[config.mk]
export PLATFORM = sky130hd
export DESIGN_NAME = controlador_conmutacion_baterias
export DESIGN_NICKNAME = d
export VERILOG_FILES = /design/src/rtl/baterias_pkg.sv /design/src/rtl/filtro_persistencia.sv /design/src/rtl/controlador_conmutacion_baterias.sv
export SDC_FILE = /design/constraint.sdc
export NUM_CORES = 1
export LEC_CHECK = 0
export ABC_CLOCK_PERIOD_IN_PS = 8400
export CORE_MARGIN = 10
export CORE_UTILIZATION = 55
export DETAILED_ROUTE_END_ITERATION = 8
export PLACE_DENSITY = 0.82
export SLEW_MARGIN = 30
export SYNTH_ARGS = -nofsm -noshare
export SYNTH_HDL_FRONTEND = slang
export SYNTH_SLANG_ARGS = --single-unit
export TNS_END_PERCENT = 5
[constraint.sdc]
create_clock -name clk -period 8.4 [get_ports clk]
set_clock_uncertainty 0.2 [all_clocks]
set_input_delay 2.52 -clock clk [delete_from_list [all_inputs] [get_ports clk]]
set_output_delay 2.52 -clock clk [all_outputs]
set_load 0.05 [all_outputs]
[src/rtl/baterias_pkg.sv]
// Shared types and defaults for the two-battery supply sequencer.
// Charge levels are 4-bit codes from the charge-sensing front end.
package baterias_pkg;

    localparam int ANCHO_CARGA        = 4;
    localparam int UMBRAL_BAJO_DEF    = 2;
    localparam int CICLOS_FILTRO_DEF  = 4;
    localparam int CICLOS_MUERTOS_DEF = 2;

    localparam logic [1:0] BATERIA_NINGUNA = 2'd0;
    localparam logic [1:0] BATERIA_1       = 2'd1;
    localparam logic [1:0] BATERIA_2       = 2'd2;

    typedef enum logic [2:0] {
        ESPERA     = 3'd0,
        CON_B1     = 3'd1,
        CON_B2     = 3'd2,
        CONMUTANDO = 3'd3,
        SIN_CARGA  = 3'd4
    } estado_t;

    // A battery is usable only strictly above the low threshold.
    function automatic logic carga_ok(input logic [ANCHO_CARGA-1:0] carga, input int umbral);
        return int'(carga) > umbral;
    endfunction

endpackage

[src/rtl/filtro_persistencia.sv]
// Saturating counter of consecutive true samples. The expired flag rises on the
// sample that completes the run, so the caller can act on that very edge.
module filtro_persistencia #(
    parameter int CICLOS = 4
) (
    input  logic clk,
    input  logic rst,
    input  logic limpiar,
    input  logic muestra,
    output logic expirado
);

    localparam logic [3:0] CUENTA_MAX    = 4'(CICLOS);
    localparam logic [3:0] CUENTA_EXPIRA = 4'(CICLOS - 1);

    logic [3:0] cuenta_reg;
    logic [3:0] cuenta_next;

    always_comb begin
        cuenta_next = cuenta_reg;
        if (limpiar || !muestra) begin
            cuenta_next = '0;
        end else if (cuenta_reg < CUENTA_MAX) begin
            cuenta_next = cuenta_reg + 4'd1;
        end
    end

    // Must not depend on limpiar: the owner derives limpiar from this flag.
    assign expirado = muestra && (cuenta_reg >= CUENTA_EXPIRA);

    always_ff @(posedge clk) begin
        if (rst) begin
            cuenta_reg <= '0;
        end else begin
            cuenta_reg <= cuenta_next;
        end
    end

endmodule

[src/rtl/controlador_conmutacion_baterias.sv]
// Selects which of two batteries feeds the load, with filtered low detection,
// break-before-make dead time, manual switch requests and a depletion alarm.
module controlador_conmutacion_baterias
    import baterias_pkg::*;
#(
    parameter int UMBRAL_BAJO    = UMBRAL_BAJO_DEF,
    parameter int CICLOS_FILTRO  = CICLOS_FILTRO_DEF,
    parameter int CICLOS_MUERTOS = CICLOS_MUERTOS_DEF,
    parameter int ANCHO_CONTADOR = 8
) (
    input  logic                      clk,
    input  logic                      rst,
    input  logic [3:0]                carga_bateria1,
    input  logic [3:0]                carga_bateria2,
    input  logic                      solicitud_cambio,
    output logic                      habilitar_b1,
    output logic                      habilitar_b2,
    output logic                      advertencia_bateria_1,
    output logic                      advertencia_bateria_2,
    output logic                      alarma_total,
    output logic [ANCHO_CONTADOR-1:0] contador_conmutaciones
);

    localparam logic [3:0] ULTIMO_MUERTO = 4'(CICLOS_MUERTOS - 1);

    estado_t                   estado_reg, estado_next;
    logic [1:0]                destino_reg, destino_next;
    logic [3:0]                muertos_reg, muertos_next;
    logic [ANCHO_CONTADOR-1:0] contador_reg, contador_next;
    logic                      hab_b1_reg, hab_b2_reg, alarma_reg;

    logic [ANCHO_CARGA-1:0] cargas [2];
    logic [1:0]             bateria_ok;
    logic                   activa_cero;
    logic                   otra_ok;
    logic                   muestra_filtro;
    logic                   limpiar_filtro;
    logic                   filtro_expirado;
    logic                   entra_conmutacion;

    assign cargas[0] = carga_bateria1;
    assign cargas[1] = carga_bateria2;

    // Per-battery qualification and zero-charge warnings, independent of state.
    generate
        for (genvar gi = 0; gi < 2; gi++) begin : g_bateria
            logic advertencia_reg;

            assign bateria_ok[gi] = carga_ok(cargas[gi], UMBRAL_BAJO);

            always_ff @(posedge clk) begin
                if (rst) begin
                    advertencia_reg <= 1'b0;
                end else begin
                    advertencia_reg <= (cargas[gi] == '0);
                end
            end
        end
    endgenerate

    assign advertencia_bateria_1 = g_bateria[0].advertencia_reg;
    assign advertencia_bateria_2 = g_bateria[1].advertencia_reg;

    // The single filter watches the active battery while connected and
    // watches for any usable battery while the load is unpowered.
    always_comb begin
        activa_cero    = 1'b0;
        otra_ok        = 1'b0;
        muestra_filtro = 1'b0;
        case (estado_reg)
            CON_B1: begin
                activa_cero    = (carga_bateria1 == '0);
                otra_ok        = bateria_ok[1];
                muestra_filtro = !bateria_ok[0];
            end
            CON_B2: begin
                activa_cero    = (carga_bateria2 == '0);
                otra_ok        = bateria_ok[0];
                muestra_filtro = !bateria_ok[1];
            end
            SIN_CARGA: begin
                muestra_filtro = bateria_ok[0] || bateria_ok[1];
            end
            default: ;
        endcase
    end

    filtro_persistencia #(
        .CICLOS (CICLOS_FILTRO)
    ) u_filtro (
        .clk      (clk),
        .rst      (rst),
        .limpiar  (limpiar_filtro),
        .muestra  (muestra_filtro),
        .expirado (filtro_expirado)
    );

    always_comb begin
        estado_next  = estado_reg;
        destino_next = destino_reg;
        muertos_next = muertos_reg;
        case (estado_reg)
            ESPERA: begin
                if (bateria_ok[0]) begin
                    estado_next = CON_B1;
                end else if (bateria_ok[1]) begin
                    estado_next = CON_B2;
                end else begin
                    estado_next = SIN_CARGA;
                end
            end
            CON_B1, CON_B2: begin
                // Expiry and request share one branch so a coincidence is one switch.
                if ((filtro_expirado || solicitud_cambio) && otra_ok) begin
                    estado_next  = CONMUTANDO;
                    destino_next = (estado_reg == CON_B1) ? BATERIA_2 : BATERIA_1;
                    muertos_next = '0;
                end else if (filtro_expirado && activa_cero) begin
                    estado_next = SIN_CARGA;
                end
            end
            CONMUTANDO: begin
                if (muertos_reg >= ULTIMO_MUERTO) begin
                    estado_next  = (destino_reg == BATERIA_1) ? CON_B1 : CON_B2;
                    muertos_next = '0;
                end else begin
                    muertos_next = muertos_reg + 4'd1;
                end
            end
            SIN_CARGA: begin
                if (filtro_expirado) begin
                    estado_next = bateria_ok[0] ? CON_B1 : CON_B2;
                end
            end
            default: begin
                estado_next = ESPERA;
            end
        endcase
    end

    // Every state entry starts the filter from zero.
    assign limpiar_filtro    = (estado_next != estado_reg);
    assign entra_conmutacion = (estado_next == CONMUTANDO) && (estado_reg != CONMUTANDO);

    always_comb begin
        contador_next = contador_reg;
        if (entra_conmutacion && (contador_reg != '1)) begin
            contador_next = contador_reg + ANCHO_CONTADOR'(1);
        end
    end

    always_ff @(posedge clk) begin
        if (rst) begin
            estado_reg   <= ESPERA;
            destino_reg  <= BATERIA_NINGUNA;
            muertos_reg  <= '0;
            contador_reg <= '0;
            hab_b1_reg   <= 1'b0;
            hab_b2_reg   <= 1'b0;
            alarma_reg   <= 1'b0;
        end else begin
            estado_reg   <= estado_next;
            destino_reg  <= destino_next;
            muertos_reg  <= muertos_next;
            contador_reg <= contador_next;
            hab_b1_reg   <= (estado_next == CON_B1);
            hab_b2_reg   <= (estado_next == CON_B2);
            alarma_reg   <= (estado_next == SIN_CARGA);
        end
    end

    assign habilitar_b1           = hab_b1_reg;
    assign habilitar_b2           = hab_b2_reg;
    assign alarma_total           = alarma_reg;
    assign contador_conmutaciones = contador_reg;

endmodule
-- Word-level counts from Yosys, hierarchy flattened
Cells that the tools add are included.
- output and inout bits: 13
- register bits: 26
- logic and storage cells: 66
- input port bits: 11
- add/sub/neg operators: 3
- equal/unequal tests: 13
- reduce and logical (&&, ||, !) cells: 19
- mux-type cells: 16
- magnitude comparators: 5
- operator list (kind ; count):
    3-bit 2-to-1 mux ; 6
    3-bit by 2-bit == test with 1-bit output (second input constant) ; 4
    3-bit case mux with 4 select lines ; 1
    4-bit by 1-bit adder with 4-bit output (second input constant) ; 2
    8-bit by 1-bit adder with 8-bit output (second input constant) ; 1
    4-bit by 2-bit > comparator with 1-bit output (second input constant) ; 2
    4-bit logical NOT ; 2
    4-bit 2-to-1 mux ; 2
    8-bit != test (second input constant) ; 1
    4-bit case mux with 2 select lines ; 1
    3-bit by 1-bit == test with 1-bit output (second input constant) ; 2
    3-bit == test (second input constant) ; 2
    2-bit 2-to-1 mux ; 3
    1-bit logical AND ; 5
    4-bit by 1-bit greater-or-equal comparator with 1-bit output (second input constant) ; 1
    4-bit by 2-bit greater-or-equal comparator with 1-bit output (second input constant) ; 1
    4-bit by 3-bit < comparator with 1-bit output (second input constant) ; 1
    1-bit case mux with 2 select lines ; 2
    2-bit AND reduction ; 2
    2-bit OR reduction ; 2
    1-bit logical NOT ; 3
    3-bit logical NOT ; 1
    1-bit logical OR ; 3
    3-bit by 2-bit != test with 1-bit output (second input constant) ; 1
    5 further kinds ; 5

-- Logic depth before layout (Yosys ltp)
Gate-level depths: netlist (run 1).
- depth in word-level cells: 11
- mapped depth: 9
- mapped depth without buffers: 8

-- Cells and area by module
Synthesis (run 1) repeated with hierarchy kept, for this count alone.
- cells, all modules: 158
- area, all modules: 1365.1 um^2
- modules (own cells, without submodules) (module ; instances ; sequential area each (um^2) ; cells each ; area an instance (um^2)):
    controlador_conmutacion_baterias ; 1 ; 440.4 ; 140 ; 1194.9
    filtro_persistencia ; 1 ; 80.1 ; 18 ; 170.2

-- Worst setup path before layout (run 1)
No wires, ideal clock.
- kind: input port to flip-flop
- start point: input carga_bateria2[3]
- end point: register contador_reg[3] (netlist: contador_conmutaciones[3])
- arrival: 4576 ps
- path buffers: 1
- setup time: 121 ps
- setup slack: 3502 ps
- stages: 7
- required time: 8079 ps
- path through: or4_4 > or4b_1 > a211o_1 > a211oi_2 > buf_6 > nor4_2 > mux2_4
- cells in the longest elaborated chain, start to end: 11
- elaborated cells on any way between the ends: 20
- classes of those cells: 1 x order compare; 1 x eq/ne; 9 x mux; 9 x reduce/logical
- RTL lines (what ; line ; RTL):
    from (decl) ; controlador_conmutacion_baterias.sv:14 ; input logic [3:0] carga_bateria2,
    4-bit by 2-bit > comparator with 1-bit output ; baterias_pkg.sv:24 ; return int'(carga) > umbral;
    1-bit logical OR or 1-bit logical NOT (tied branches) ; controlador_conmutacion_baterias.sv:82, controlador_conmutacion_baterias.sv:79 ;
    1-bit case mux with 3 select lines ; controlador_conmutacion_baterias.sv:70 ; case (estado_reg)
    1-bit logical AND ; filtro_persistencia.sv:29 ; assign expirado = muestra && (cuenta_reg >= CUENTA_EXPIRA);
    1-bit logical AND or 1-bit logical OR (tied branches) ; controlador_conmutacion_baterias.sv:118, controlador_conmutacion_baterias.sv:114 ;
    3-bit 2-to-1 mux or 1-bit logical AND (tied branches) ; controlador_conmutacion_baterias.sv:118, controlador_conmutacion_baterias.sv:114 ;
    3-bit 2-to-1 mux ; controlador_conmutacion_baterias.sv:114 ; if ((filtro_expirado || solicitud_cambio) && otra_ok) begin
    3-bit case mux with 4 select lines * ; controlador_conmutacion_baterias.sv:102 ; case (estado_reg)
    3-bit by 2-bit == test with 1-bit output * ; controlador_conmutacion_baterias.sv:143 ; assign entra_conmutacion = (estado_next == CONMUTANDO) && (estado_reg != CONMUTANDO);
    1-bit logical AND * ; controlador_conmutacion_baterias.sv:143 ;
    1-bit logical AND * ; controlador_conmutacion_baterias.sv:147 ; if (entra_conmutacion && (contador_reg != '1)) begin
    to (signal assigned) ; controlador_conmutacion_baterias.sv:165 ; contador_reg <= contador_next;
    to (decl) ; controlador_conmutacion_baterias.sv:29 ; logic [ANCHO_CONTADOR-1:0] contador_reg, contador_next;
Every way passes the cells marked *; elsewhere a longest branch is shown, timed or not.
A chain may end at the register's enable or synchronous reset.

-- Worst setup path after layout (run 1)
Ends and elaborated chain as after synthesis.

==> parameters.txt, run 1 <==
Parameter                              Value

Power
  Worst ir drop on vdd    between 100 and 150 uV
  Cell area power density    approximately 170 nW/um^2
  Static Leakage    about 0.00066 uW

Timing
  Min cycle time layout    roughly 5.6 ns
  Total setup violations reported at the end of the flow    0
  Hold violation count in the final report    0
  Worst Tran Pin Value    about 0.93 ns
  Post-route setup TNS    0 ns
  Worst hold slack    just over 0.3 ns
  F_max    179 MHz
  Final worst slack    between 2 and 3 ns
  Max-slew violations    0
  Setup repair after global routing missed its margin    no
  Slew Limit Headroom    between 30% and 40%
  Share of the clock period used by the worst path after layout    roughly 66%

Synthesis
  Post-synth EDFFs    0
  Cells taking the most area after synthesis    dfxtp_1, mux2_4, nor2_1
  Summed instance area of the synthesized netlist    1560 sq um
  Unique cell type count in the Yosys netlist    56
  Post-synthesis instance total    approximately 170
  Proportion of register bits with asynchronous set or reset after synthesis    0%
  Syn_nets    between 150 and 200
  Post-synthesis sequential area ratio    roughly 33%
  Mean instance size in the synthesized netlist    9.44 sq um
  Top FF cell, synth    dfxtp_1
  Seq cells post-synth    26
  Area fraction of the dominant cell type after synthesis    around a third
  Warnings, synthesis    0
  Synth area leader    dfxtp_1

Clocking
  Clock tree from TritonCTS    yes
  TritonCTS Sinks    26
  CTS H-tree lvls    1
  Number of buffers between clock root and the deepest sink    2
  Number of setup buffers added after CTS    0
  Source-to-sink clock delay at the later pin of the worst-skew pair    ~0.32 ns
  Count of cells resized by post-cts repair    0
  Clock slew at the register clock pins of the worst setup and hold paths    approximately 0.15 ns
  Cts-stage hold buffer count    0
  Root buf cell    clkbuf_4
  TritonCTS Buffers    3

Worst setup path
  Worst Setup Path Type    input port to flop
  Buf+Inv Stages, Crit Path    1
  Worst-path maximum fanout    11
  Type of element launching the critical path    input port
  Cell family contributing the most delay on the critical path    simple AND/OR/NAND/NOR gates
  CP required    approximately 8.4 ns
  Register-to-register path setup slack    5.22 ns
  Cells traversed along the worst timing path    clkdlybuf4s50_1, or4_4, or4b_1, a211o_1, a211oi_2, nor4_2, mux2_4
  Critical Path Max Stage Delay    0.78 ns
  Worst reg2reg path startpoint    u_filtro.cuenta_reg[0]
  Cell type of the slowest stage on the worst timing path    a211oi_2
  Critical path arrival    5.62 ns
  Endpoint class of the critical path    flop
  Number of cells on the worst reg-to-reg path    7
  Endpoint of the worst-slack reg-to-reg timing path    contador_conmutaciones[3]

Global routing
  Overflow left after global routing    0
  Total global routing track utilization    approximately 13%
  Number of global-route vias before repair    about 1,200
  Pin count of the biggest net entering global routing    30
  Wire length of the first global-routing pass    between 5000 and 6000 microns
  Number of antenna violations at the first check in global routing    0

Detailed routing
  Drt first-iter violations    95
  Routed wire length    roughly 3400 microns
  Routed via count    ~1,400
  Average vias per placed instance    between 6 and 7
  Average detailed-routed wire length per instance    between 15 and 20 microns
  Number of remaining DRC errors    0
  Drt first pass iters    6
  Count of antenna-violating nets left after detailed routing    0

Floorplan
  Area of the placeable core    2730 sq um
  Area enclosed by the die boundary    between 5000 and 6000 sq um
  Total I/O pin count    24
  Standard-cell rows    19
  Die extent in x    between 70 and 80 microns
  Height of the chip    roughly 73 microns
  Initial cell density of the core    57.0%

Place
  Final Wtd Congestion    about 0.87
  Post-Place Worst Slack    roughly 2.5 ns
  Number of input and output port buffers inserted    23
  Post-detailed-placement half-perimeter wirelength    between 2000 and 3000 microns

Cells and area
  Diodes inserted    0
  Area Overhead vs Synth    15.4%
  Proportion of layout cells with a drive suffix above 1    13.6%
  Fillcell total    approximately 230
  Number of flip-flops in the largest register    8
  Post-layout nets    201

Min path
  Number of cells traversed by the worst hold path    2
  Terminating pin of the worst hold path    u_filtro.cuenta_reg[3]
  Min-Delay Path Class    flop to flop
  Worst Hold Launch    u_filtro.cuenta_reg[3]

Status
  Outcome    finished, final reports clean

Run
  Maxcap violations    0
how the worst max path moves through the flow:
stage / start / endpoint / slack, ns / cells after the start
4_1_cts: carga_bateria2[3] / contador_conmutaciones[3] / 2.83 / 7
2_1_floorplan: carga_bateria2[3] / contador_conmutaciones[3] / 3.50 / 7
3_3_place_gp: carga_bateria2[3] / contador_conmutaciones[7] / 2.53 / 7
5_1_grt: carga_bateria2[3] / contador_conmutaciones[3] / 2.74 / 7
3_5_place_dp: carga_bateria2[3] / contador_conmutaciones[5] / 2.48 / 7
6_report: carga_bateria2[3] / contador_conmutaciones[3] / 2.82 / 7
worst reg2reg max path, delay by kind of cell (launching register included):
| family | cells | cell delay (ns) |
|---|---|---|
| simple gates | 3 | 1.02 |
| fa+ha+maj | 1 | 0.22 |
| compound gates | 2 | 0.95 |
| mux | 1 | 0.34 |
| flops | 1 | 0.36 |
per-stage QoR:
stage | area, sq um | utilization (%) | total power, uW | instances
after floorplan | 1560 | - | 205 | 165
after global placement | 1750 | 64.0 | 218 | 211
after detailed placement | 1750 | 64.0 | 220 | 211
after CTS | 1800 | 65.9 | 305 | 215
after global routing | 1800 | 65.8 | 320 | 215
final | 1800 | 65.8 | 304 | 215
layer usage:
layer	global-route usage, %	share of wire, %	wire (microns)
met1	15.7	41	1410
met2	22.3	55	1890
met3	2.59	3.5	122
met4	2.95	0.41	14
met5	0	0	0
logic make-up (layout without fill, tap and decap cells):
logic type	count (synthesis)	count (layout)	share of synthesized area [%]
adder cells (fa/ha/maj)	5	5	4.02
AND/OR/NAND/NOR	77	77	32.4
multiplexers	10	10	8.11
flip-flops	26	26	33.4
buffers and inverters	12	31	5.86
XOR/XNOR	1	1	0.562
AO/OA/AOI/OAI	34	34	15.7
power breakdown:
part           switching (uW)  total (uW)  internal (uW)
combinational            49.3        78.7           29.3
clock                    37.8        86.1           48.2
sequential               9.65         139            129
synthesized netlist by cell type, types with 2 or more instances:
cell type	number
dfxtp_1	26
nor2_1	19
a21oi_1	8
nor4_1	7
and2b_1	5
buf_6	5
ha_1	5
mux2_4	5
nor4_2	5
a31oi_1	4
inv_1	4
mux2i_1	4
nand3_1	4
nand4_1	4
nor2b_1	4
nor3_1	4
or4_1	4
a211o_1	2
a211o_2	2
a211oi_1	2
a32oi_1	2
nand2_1	2
nor3b_1	2
o21ai_0	2
o31ai_1	2
or3b_1	2
layout by cell type, fill, tap and decap left out, drive strengths merged, types with 2 or more instances in the layout:
cell type / count
a211o: 4
a211oi: 3
a21oi: 8
a31oi: 4
a32oi: 2
and2b: 6
clkbuf: 3
clkdlybuf4s50: 22
dfxtp: 26
ha: 5
inv: 4
mux2: 6
mux2i: 4
nand2: 3
nand3: 4
nand4: 4
nor2: 20
nor2b: 4
nor3: 4
nor3b: 2
nor4: 12
o21ai: 3
o31ai: 2
or3b: 2
or4: 5
or4b: 2
final cells by class:
cell class / count / area (sq um) / share of cell area, %
tap: 31 / 38.8 / 2.16
clock buffer: 3 / 22.5 / 1.25
multi-input combinational: 127 / 946 / 52.6
clock inverter: 1 / 30.0 / 1.67
timing repair buffer: 23 / 225 / 12.5
sequential: 26 / 520 / 28.9
inverter: 4 / 15.0 / 0.835
No activity file was read; power rests on OpenSTA's default activity.
==> run 2: changes to the inputs <==
Settings changed: ABC_CLOCK_PERIOD_IN_PS 8400 to 4600, CORE_UTILIZATION 55 to 48, PLACE_DENSITY 0.82 to 0.76.
Clock period 8.4 ns to 4.6 ns, I/O delays scaled along.
==> run 2 against run 1 <==
Effect of this change: via count decreased by 1.8%; register-to-register slack got worse by 3.6 ns; global-route usage shrank 1.5 points; design area barely moved; combinational power increased by 88%; utilization is 7.3 points lower; clock power is 8.1% higher; die area up 10%; critical path depth is the same; non-clock buffer count grew 2; critical path type unchanged; critical endpoint unchanged.
==> parameters.txt, run 2 (synthesis gave the netlist of run 1 again) <==
Parameter                              Value

Cells and area
  Post-layout nets    203 (+1.0%)
  Area Overhead vs Synth    15.5% (about the same)
  Proportion of layout cells with a drive suffix above 1    14.1% (+0.47 points)
  Number of flip-flops in the largest register    8 (unchanged)
  Most common cell after layout, fill and taps aside    dfxtp_1
  Post-route standard cell area excluding fillers    1800 sq um (about the same)
  Fillcell total    311 (+34%)
  Total area of multi-input combinational cells    946 sq um (unchanged)
  FF+latch area    520 sq um (unchanged)
  Diodes inserted    0 (unchanged)
  Most frequent cells in the layout    dfxtp_1, clkdlybuf4s50_1, nor2_1

Global routing
  Overflow left after global routing    0 (unchanged)
  Pin count of the biggest net entering global routing    30 (unchanged)
  Total global routing track utilization    11.3% (-1.5 points)
  Wire length of the first global-routing pass    5750 microns (+0.47%)
  Number of antenna violations at the first check in global routing    0 (unchanged)
  Number of global-route vias before repair    1,241 (-0.081%)

Detailed routing
  Drt first-iter violations    44 (-54%)
  Count of antenna-violating nets left after detailed routing    0 (unchanged)
  Routed wire length    3480 microns (+1.1%)
  Average detailed-routed wire length per instance    15.2 microns (-5.1%)
  Average vias per placed instance    5.81 (-7.8%)
  Drt first pass iters    4 (-2)
  Routed via count    1,331 (-1.8%)
  Number of remaining DRC errors    0 (unchanged)

Place
  Final Wtd Congestion    0.824 (-5.6%)
  Placed standard-cell area    1780 sq um (+1.8%)
  Post-detailed-placement half-perimeter wirelength    2650 microns (-0.66%)
  Number of input and output port buffers inserted    23 (unchanged)

Timing
  Max-slew violations    0 (unchanged)
  Worst Tran Pin Value    0.719 ns (-0.210 ns)
  Min cycle time layout    just over 4 ns
  Slew Limit Headroom    50.9% (+13 points)
  Share of the clock period used by the worst path after layout    88.2%
  F_max    about 250 MHz
  Worst hold slack    0.316 ns (+0.0103 ns)
  Hold violation count in the final report    0 (unchanged)
  Setup repair after global routing missed its margin    no
  Post-route setup TNS    0 ns (unchanged)
  Total setup violations reported at the end of the flow    0 (unchanged)

Worst setup path
  Worst-path maximum fanout    10 (-1)
  Endpoint class of the critical path    flop
  Worst Setup Path Type    input port to flop
  Type of element launching the critical path    input port
  Critical path arrival    4.07 ns (-1.55 ns)
  CP required    4.62 ns (-3.81 ns)

Floorplan
  Die extent in x    77.0 microns (+5.1%)
  Total I/O pin count    24 (unchanged)
  Initial cell density of the core    50.6% (-6.4 points)
  Height of the chip    77.0 microns (+5.1%)
  Area enclosed by the die boundary    5920 sq um (+10%)
  Area of the placeable core    3080 sq um (+13%)
  Standard-cell rows    20 (+1)

Clocking
  Count of cells resized by post-cts repair    0 (unchanged)
  Root buf cell    clkbuf_4
  TritonCTS Sinks    26 (unchanged)
  Number of buffers between clock root and the deepest sink    2 (unchanged)
  TritonCTS Buffers    3 (unchanged)
  Cts-stage hold buffer count    0 (unchanged)
  Number of setup buffers added after CTS    0 (unchanged)
  CTS H-tree lvls    1 (unchanged)
  Clock slew at the register clock pins of the worst setup and hold paths    0.12 ns (-0.03 ns)
  Clock tree from TritonCTS    yes
  Source-to-sink clock delay at the later pin of the worst-skew pair    0.32 ns (about the same)

Power
  Static Leakage    0.000653 uW (-0.76%)
  Switching Fraction    34.8% (+2.9 points)
  Worst ir drop on vdd    173 uV (+59%)
  Sequential fraction of design power    51.3% (+5.5 points)
  Clk network pwr share    18.8% (-9.5 points)
  Comb pwr share    29.9% (+4.0 points)
  Cell area power density    276 nW/um^2 (+63%)
  Internal power    323 uW (+56%)
  Net Switching    172 uW (+78%)

Run
  Maxcap violations    0 (unchanged)

Status
  Outcome    finished, final reports clean

Min path
  Min-Delay Path Class    flop to flop
## run 2: cell count changes in the layout (fill, tap and decap cells not counted)
| cell | change |
|---|---|
| bufinv_16 | -1 |
| buf_4 | +2 |
## run 2: per-layer routing
metal | wire length (microns) | global-route usage, % | vias up
met4 | 34 | 3.35 | 0
met1 | 1490 | 13.3 | 641
met5 | 0 | 0 | -
li1 | - | - | 670
met3 | 127 | 3.61 | 4
met2 | 1830 | 19.1 | 16
## run 2: cell type report
class	count	area share (%)
Timing Repair Buffer	25	13.4
Sequential cell	26	28.9
Clock buffer	3	1.25
Multi-Input combinational cell	127	52.6
Inverter	4	0.834
Tap cell	44	3.06
## run 2: final timing paths
kind / start / slack (ns) / cells past startpoint / endpoint
max reg2reg: estado_reg[1] / 1.64 / 7 / contador_conmutaciones[3]
min reg2reg: u_filtro.cuenta_reg[3] / 0.32 / 2 / u_filtro.cuenta_reg[3]
max: carga_bateria1[0] / 0.54 / 7 / contador_conmutaciones[3]
min: u_filtro.cuenta_reg[3] / 0.32 / 2 / u_filtro.cuenta_reg[3]
## run 2: critical path, cell delays in order
cell,delay [ns]
clkdlybuf4s50_1,0.44
a211oi_1,0.60
a2bb2oi_1,0.20
and3b_1,0.25
o32a_1,0.50
nor4_2,0.38
mux2_4,0.33
## run 2: power by group through the flow
| stage | Combinational [uW] | Clock, uW | Sequential, uW |
|---|---|---|---|
| after global routing | 160 | 106 | 257 |
| after global placement | 144 | 0 | 258 |
| after floorplan | 106 | 0 | 269 |
| after detailed placement | 149 | 0 | 259 |
| final | 148 | 93.1 | 254 |
| after CTS | 149 | 97.0 | 254 |
## run 2: per-stage QoR
step                utilization [%]  worst slack, ns  cells  total power [uW]
floorplan                         -            0.842    165               375
global placement               57.9            0.304    226               402
detailed placement             57.9            0.244    226               408
CTS                            58.6            0.593    229               501
global route                   58.5            0.377    229               523
finish                         58.5            0.544    229               496
==> run 3: changes to the inputs <==
Settings changed: SLEW_MARGIN 30 to 10.
==> run 3 against run 2 <==
Effect of this change: sequential cell count unchanged; clock power about the same; via count unchanged; sequential share of layout area down 0.080 points; routed wire length is essentially flat; non-clock buffer count did not move; final cell count did not move; global-route usage unchanged; highest routed layer unchanged.
==> parameters.txt, run 3 (synthesis gave the netlist of run 1 again) <==
Parameter                              Value

Status
  Outcome    finished, final reports clean

Worst setup path
  Launching instance or port of the critical path    carga_bateria1[0]
  Worst reg2reg path startpoint    estado_reg[1]
  CP required    4.62 ns (about the same)
  Number of cells on the worst reg-to-reg path    7 (unchanged)
  Worst-path maximum fanout    10 (unchanged)
  Critical path arrival    4.07 ns (about the same)
  Endpoint class of the critical path    flop
  Type of element launching the critical path    input port
  Worst Setup Path Type    input port to flop

Power
  Worst ir drop on vdd    173 uV (about the same)
  Internal power    324 uW (+0.19%)
  Static Leakage    0.000653 uW (about the same)
  Comb pwr share    30.0% (about the same)
  Switching Fraction    34.7% (-0.045 points)
  Sequential fraction of design power    51.2% (about the same)
  Clk network pwr share    18.8% (about the same)
  Cell area power density    275 nW/um^2 (-0.16%)
  Net Switching    172 uW (about the same)

Cells and area
  Most frequent cells in the layout    dfxtp_1, clkdlybuf4s50_1, nor2_1
  Diodes inserted    0 (unchanged)
  Final instance count without filler cells    229 (unchanged)
  Post-layout nets    203 (unchanged)
  Post-route standard cell area excluding fillers    1800 sq um (+0.28%)
  Most common cell after layout, fill and taps aside    dfxtp_1
  Proportion of layout cells with a drive suffix above 1    13.5% (-0.54 points)
  Fillcell total    310 (-0.32%)
  Post-route core utilization    58.6% (+0.16 points)
  Number of flip-flops in the largest register    8 (unchanged)
  Area Overhead vs Synth    15.8%

Clocking
  CTS H-tree lvls    1 (unchanged)
  Cts-stage hold buffer count    0 (unchanged)
  Root buf cell    clkbuf_4
  TritonCTS Buffers    3 (unchanged)
  Number of buffers between clock root and the deepest sink    2 (unchanged)
  Clock tree from TritonCTS    yes
  Count of cells resized by post-cts repair    0 (unchanged)
  Number of setup buffers added after CTS    0 (unchanged)
  Clock slew at the register clock pins of the worst setup and hold paths    0.12 ns (about the same)
  Source-to-sink clock delay at the later pin of the worst-skew pair    0.32 ns (about the same)
  TritonCTS Sinks    26 (unchanged)

Floorplan
  Height of the chip    77.0 microns (unchanged)
  Area of the placeable core    3080 sq um (unchanged)
  Initial cell density of the core    50.6% (unchanged)
  Standard-cell rows    20 (unchanged)
  Total I/O pin count    24 (unchanged)
  Die extent in x    77.0 microns (unchanged)
  Area enclosed by the die boundary    5920 sq um (unchanged)

Timing
  Total setup violations reported at the end of the flow    0 (unchanged)
  Max-slew violations    0 (unchanged)
  Share of the clock period used by the worst path after layout    88.2% (unchanged)
  Slew Limit Headroom    35.2% (-16 points)
  Worst Tran Pin Value    0.970 ns (+0.251 ns)
  Final worst slack    0.544 ns (unchanged)
  Setup repair after global routing missed its margin    no
  F_max    247 MHz (unchanged)
  Min cycle time layout    4.06 ns (unchanged)
  Hold violation count in the final report    0 (unchanged)
  Post-route setup TNS    0 ns (unchanged)

Detailed routing
  Count of antenna-violating nets left after detailed routing    0 (unchanged)
  Drt first-iter violations    44 (unchanged)
  Number of remaining DRC errors    0 (unchanged)
  Average vias per placed instance    5.81 (unchanged)
  Routed via count    1,331 (unchanged)
  Average detailed-routed wire length per instance    15.2 microns (about the same)
  Routed wire length    3480 microns (about the same)
  Drt first pass iters    4 (unchanged)

Min path
  Worst Hold Launch    u_filtro.cuenta_reg[3]
  Min-Delay Path Class    flop to flop
  Number of cells traversed by the worst hold path    2 (unchanged)

Global routing
  Number of global-route vias before repair    1,241 (unchanged)
  Total global routing track utilization    11.3% (unchanged)
  Wire length of the first global-routing pass    5750 microns (unchanged)
  Number of antenna violations at the first check in global routing    0 (unchanged)
  Overflow left after global routing    0 (unchanged)
  Pin count of the biggest net entering global routing    30 (unchanged)

Place
  Number of input and output port buffers inserted    23 (unchanged)
  Number of placed instances, taps included    226 (unchanged)
  Post-Place Worst Slack    0.244 ns (unchanged)
  Placed standard-cell area    1780 sq um (unchanged)
  Final Wtd Congestion    0.824 (unchanged)
  Post-detailed-placement half-perimeter wirelength    2650 microns (unchanged)

Run
  Maxcap violations    0 (unchanged)
[run 3: cell types whose count changed in the layout (fill, tap and decap cells not counted), sizes merged]
cell           before  now
clkdlybuf4s50      22   23
buf                 3    2
[run 3: worst paths after layout]
check	endpoint	slack [ns]
max	contador_conmutaciones[3]	0.54
min	u_filtro.cuenta_reg[3]	0.32
max reg2reg	contador_conmutaciones[3]	1.64
min reg2reg	u_filtro.cuenta_reg[3]	0.32
[run 3: metal layers]
metal	share of wire (%)	GRT usage, %	up-vias
met1	43	13.3	641
met5	0	0	-
met4	0.98	3.35	0
met3	3.6	3.61	4
met2	52	19.1	16
li1	-	-	670
[run 3: stage by stage]
stage          power (uW)  hold WS, ns
2_1_floorplan         375        0.265
3_3_place_gp          402        0.275
3_5_place_dp          408        0.292
4_1_cts               501        0.312
5_1_grt               524        0.346
6_report              496        0.316
[run 3: critical path: stages]
cell and delay [ns]:
clkdlybuf4s50_1 0.44, a211oi_1 0.60, a2bb2oi_1 0.20, and3b_1 0.25
o32a_1 0.50, nor4_2 0.38, mux2_4 0.33
[run 3: area by class of cell]
type / instances / area, sq um / area share (%)
inverters: 4 / 15.0 / 0.832
repair buffers: 25 / 245 / 13.6
flip-flops and latches: 26 / 520 / 28.8
multi-input cells: 127 / 946 / 52.4
clock buffers: 3 / 22.5 / 1.25
well taps: 44 / 55.1 / 3.05
[run 3: power groups by stage]
| stage | clock network (uW) | logic, uW | registers (uW) |
|---|---|---|---|
| 4_1_cts | 97.0 | 149 | 254 |
| 2_1_floorplan | 0 | 106 | 269 |
| 5_1_grt | 106 | 161 | 257 |
| 3_5_place_dp | 0 | 149 | 259 |
| 3_3_place_gp | 0 | 144 | 258 |
| 6_report | 93.1 | 149 | 254 |
